$ cat config.mk
export PLATFORM = sky130hd
export DESIGN_NAME = char_mem_sched
export DESIGN_NICKNAME = d
export VERILOG_FILES = /design/src/rtl/char_mem_pkg.sv /design/src/rtl/char_mem_rd_pipe.sv /design/src/rtl/char_mem_sched.sv
export SDC_FILE = /design/constraint.sdc
export NUM_CORES = 1
export LEC_CHECK = 0
export ABC_AREA = 1
export CAP_MARGIN = 0
export CORE_UTILIZATION = 42
export DETAILED_ROUTE_END_ITERATION = 10
export PLACE_DENSITY = 0.76
export SETUP_SLACK_MARGIN = 0.3
export SLEW_MARGIN = 0
export SYNTH_ARGS = -nofsm -noshare
export SYNTH_HDL_FRONTEND = slang
export SYNTH_SLANG_ARGS = --single-unit
$ cat constraint.sdc
create_clock -name clock -period 2.5 [get_ports clock]
set_input_delay 0.625 -clock clock [delete_from_list [all_inputs] [get_ports clock]]
set_output_delay 0.625 -clock clock [all_outputs]
set_load 0.005 [all_outputs]
$ cat src/rtl/char_mem_pkg.sv
// Shared constants, FSM encoding and glyph cell indexing
// for the char memory scheduler.
package char_mem_pkg;

  localparam int GLYPH_BITS = 15;
  localparam int ROWS       = 5;
  localparam int COLS       = 3;
  localparam int RD_LAT     = 2;

  typedef enum logic [1:0] {
    IDLE  = 2'd0,
    WRITE = 2'd1,
    DONE  = 2'd2
  } state_t;

  function automatic logic [3:0] idx(
    input logic [1:0] x,
    input logic [2:0] y
  );
    logic [4:0] t;
    t = 5'(y) * 5'd3 + 5'(x) - 5'd1;
    return t[3:0];
  endfunction

endpackage

$ cat src/rtl/char_mem_rd_pipe.sv
// Read-return valid tracker: scan requests delayed by
// the memory read latency, cleared on reset.
module char_mem_rd_pipe
  import char_mem_pkg::*;
(
  input  logic clock,
  input  logic rst,
  input  logic req,
  output logic valid
);

  logic [RD_LAT-1:0] sr;

  always_ff @(posedge clock) begin
    if (rst) sr <= '0;
    else     sr <= {sr[RD_LAT-2:0], req};
  end

  assign valid = sr[RD_LAT-1];

endmodule

$ cat src/rtl/char_mem_sched.sv
// Shares one glyph cell store between VGA scanout reads
// (always first) and a host glyph loader.
module char_mem_sched
  import char_mem_pkg::*;
(
  input  logic        clock,
  input  logic        rst,
  input  logic        scan_req,
  input  logic [1:0]  scan_x,
  input  logic [2:0]  scan_y,
  output logic        scan_pix,
  output logic        scan_pix_valid,
  input  logic        load_valid,
  input  logic [14:0] load_glyph,
  output logic        load_ready,
  output logic        load_done,
  output logic        busy,
  output logic        mem_write,
  output logic [1:0]  mem_x,
  output logic [2:0]  mem_y,
  output logic        mem_data,
  input  logic        mem_rdata
);

  state_t state, state_nx;
  logic [GLYPH_BITS-1:0] glyph;
  logic [1:0] cx;
  logic [2:0] cy;
  logic armed;
  logic accept;
  logic wr_en;
  logic last;

  assign last = (cx == 2'(COLS)) && (cy == 3'(ROWS - 1));

  // armed keeps load_ready low for the first cycle out of reset
  always_ff @(posedge clock) begin
    if (rst) begin
      state <= IDLE;
      glyph <= '0;
      cx    <= '0;
      cy    <= '0;
      armed <= 1'b0;
    end else begin
      armed <= 1'b1;
      state <= state_nx;
      if (accept) begin
        glyph <= load_glyph;
        cx    <= 2'd1;
        cy    <= 3'd0;
      end else if (wr_en && !last) begin
        if (cx == 2'(COLS)) begin
          cx <= 2'd1;
          cy <= cy + 3'd1;
        end else begin
          cx <= cx + 2'd1;
        end
      end
    end
  end

  always_comb begin
    state_nx   = state;
    load_ready = 1'b0;
    load_done  = 1'b0;
    busy       = 1'b0;
    accept     = 1'b0;
    wr_en      = 1'b0;
    unique case (state)
      IDLE: begin
        load_ready = armed;
        accept     = load_valid && armed;
        if (accept) state_nx = WRITE;
      end
      WRITE: begin
        busy  = 1'b1;
        wr_en = !scan_req;
        if (wr_en && last) state_nx = DONE;
      end
      DONE: begin
        load_done = 1'b1;
        state_nx  = IDLE;
      end
      default: state_nx = IDLE;
    endcase
  end

  always_comb begin
    mem_write = 1'b0;
    mem_x     = 2'd0;
    mem_y     = 3'd0;
    mem_data  = 1'b0;
    if (scan_req) begin
      mem_x = scan_x;
      mem_y = scan_y;
    end else if (wr_en) begin
      mem_write = 1'b1;
      mem_x     = cx;
      mem_y     = cy;
      mem_data  = glyph[idx(cx, cy)];
    end
  end

  char_mem_rd_pipe u_rd_pipe (
    .clock (clock),
    .rst   (rst),
    .req   (scan_req),
    .valid (scan_pix_valid)
  );

  assign scan_pix = scan_pix_valid & mem_rdata;

endmodule

==> qor.csv <==
stage;metric;value;unit
run_status;status;finished with violations;
run_status;violations;setup timing;
die;die_area;3390;sq um
timing;max_freq;320;MHz
cells_and_area;area_growth;43.6;%
die;ios;37;
timing;finalCritPeriodShare;1.25;
timing;report.final.slew_viol_count;0;
cells_and_area;fillers;284;
yosys;synth_nets;214;
die;initial_utilization;0.438;
cells_and_area;fin_area;1900;sq um
grt;antenna_found_initial;0;
worst_setup_path;path_max_fanout;3;
clock_tree;cts.sinks;25;
placement;io_buffers;36;
yosys;yosysSeqAreaShare;0.377;
timing;hold_violations;0;
die;std_cell_rows;20;
die;core_area;3030;sq um
worst_setup_path;crit_required;1.88;ns
yosys;syn_area_per_cell;7.33;sq um
die;fp.dieW;58.2;um
cells_and_area;regArea;510;sq um
detailed_routing;vias;1306;
clock_tree;clock_latency;0.32;ns
yosys;synth_top_area_frac;0.377;
grt;grt_remaining_overflow;0;
clock_tree;cts_buffer_depth;2;
detailed_routing;drtIter0Drc;33;
detailed_routing;totalWireLength;2.83;mm
cells_and_area;drive_gt1_frac;0.222;
clock_tree;cts_root_buf;clkbuf_4;
worst_hold_path;hold_class;reg2reg;
timing;fin_ws;-0.622;ns
worst_setup_path;worst-setup-path-type;reg2out;
clock_tree;cts_max_level;1;
die;fp.dieH;58.2;um
cells_and_area;layoutNonFillerInstCount;278;
clock_tree;path_clk_slew;0.14;ns
power;p_per_area;422;nW/um^2
placement;hpwlAfterDp;2.16;mm
yosys;ys_types;25;
grt;track_usage;0.180;
timing;setup_viol;1;
detailed_routing;vias_per_cell;4.70;
power;p_leak;0.000886;uW
worst_setup_path;startpoint;cy[1];
worst_hold_path;min-delay-start;u_rd_pipe.sr[0];
timing;slew_headroom;0.790;
clock_tree;cts_buffers;3;
yosys;synthCells;181;
timing;tightestPinTransition;0.314;ns
detailed_routing;drc;0;
cells_and_area;fin_nets;268;
placement;postPlaceCellArea;1850;sq um
worst_setup_path;r2r-start;state[1];
worst_setup_path;crit_arrival;2.50;ns
placement;dpl.cell_count;272;
placement;gp_congestion;0.924;
flow_run;maxCapViolCount;0;
detailed_routing;post_drt_wl_per_cell;10.2;um
clock_tree;cts_tree;done;
grt;grt_first_pass_wirelength;4.80;mm
timing;period_needed;3.12;ns
detailed_routing;antenna_left;0;
grt;grt_pass1_vias;1180;
yosys;ys_warn_count;0;
cells_and_area;multi_input_area;736;sq um
yosys;synth_seq_cells;25;
worst_setup_path;regToRegSetupSlack;1.04;ns
worst_setup_path;end_kind;output port;
yosys;synth.cell_area;1330;sq um
cells_and_area;n_antenna_cell;0;
timing;rsz0062_at_grt;true;
yosys;synthTopCellsByArea;dfxtp_1, nand2_1, nand3_1;
worst_setup_path;cp-start-kind;flop;
power;max-vdd-ir-drop;0.306;mV
grt;grt_max_degree;18;
yosys;synth_top_area_cell;dfxtp_1;
detailed_routing;drtPass1Iterations;4;
timing;clock_skew;0.0105;ns
-- cell usage after synthesis (all sizes together) --
library cell and n:
dfxtp 25, a21oi 6, nor2 9, ha 6
nand2 48, clkinv 1, o21ai 13, xor2 1
nand4 1, nand3 31, buf 4, a22o 1
inv 28, fa 2, xnor2 2, o211ai 1
or2 1, nor3 1
-- cell usage in the layout, fill, tap and decap left out, drive strengths merged --
cell type / count
dlygate4sd2: 4
nand4: 1
or2: 1
nor3: 1
nand3: 31
dfxtp: 25
o211ai: 1
nor2: 9
inv: 29
a21oi: 6
buf: 18
clkinv: 1
dlymetal6s2s: 1
nand2: 48
xnor2: 2
o21ai: 13
ha: 6
clkbuf: 7
a22o: 1
fa: 2
clkdlybuf4s50: 26
xor2: 1
-- sequential cells by signal (all words and copies together) (netlist names) --
| signal | count |
|---|---|
| u_rd_pipe.sr | 2 |
| cy | 3 |
| glyph | 15 |
| cx | 2 |
| armed | 1 |
| state | 2 |
-- power breakdown --
group | switching (uW) | internal [uW]
clock | 124 | 62.3
sequential | 8.35 | 414
combinational | 94.4 | 99.1
-- cell type report --
| class | instances | share of cell area |
|---|---|---|
| Multi-Input combinational cell | 123 | 0.386 |
| Timing Repair Buffer | 53 | 0.242 |
| Clock inverter | 1 | 0.00329 |
| Sequential cell | 25 | 0.268 |
| Tap cell | 44 | 0.0289 |
| Inverter | 29 | 0.0598 |
| Clock buffer | 3 | 0.0118 |
-- timing repair --
item	in CTS	in global routing
setup buffers	2	0
setup endpoints to repair	8	7
pin swaps	9	0
hold buffers	0	0
gates resized for setup	20	14
-- path summary, 6_finish.rpt --
| path | cells past startpoint | to |
|---|---|---|
| min | 2 | u_rd_pipe.sr[1] |
| max reg2reg | 10 | cy[2] |
| max | 10 | mem_data |
| min reg2reg | 2 | u_rd_pipe.sr[1] |
-- worst max-delay path: stages (launching register included) --
cell     delay (ns)
dfxtp_4        0.37
inv_4          0.06
ha_4           0.12
inv_1          0.04
fa_1           0.49
inv_2          0.05
fa_2           0.62
nand3_2        0.09
a21oi_2        0.15
nor2_1         0.06
buf_2          0.12
-- cell families after synthesis --
kind of cell / count (synthesis) / share of synthesized area
adders and majority gates: 8 / 0.0868
and+or+nand+nor: 91 / 0.321
xor gates and xnor gates: 3 / 0.0198
DFF: 25 / 0.377
AOI/OAI and AO/OA: 21 / 0.0868
buffers and inverters: 33 / 0.108
-- per-layer routing --
metal  wire, um  share of wire  vias up  track usage
met2       1390           0.49       24        0.315
met4         27         0.0095        0       0.0544
li1           -              -      679            -
met5          0              0        -            0
met3        109          0.039        2       0.0379
met1       1300           0.46      601        0.222
-- metrics by stage --
stage,hold WS (ns),util,setup WS (ns),TNS [ns],total power [uW]
finish,0.413,0.629,-0.622,-0.622,803
global route,0.458,0.629,-0.746,-0.746,851
CTS,0.415,0.631,-0.617,-0.617,808
detailed placement,0.396,0.612,-0.695,-1.40,617
global placement,0.390,0.612,-0.648,-1.35,612
floorplan,0.388,-,-0.151,-0.151,531
Power figures use the tool's default switching activity.
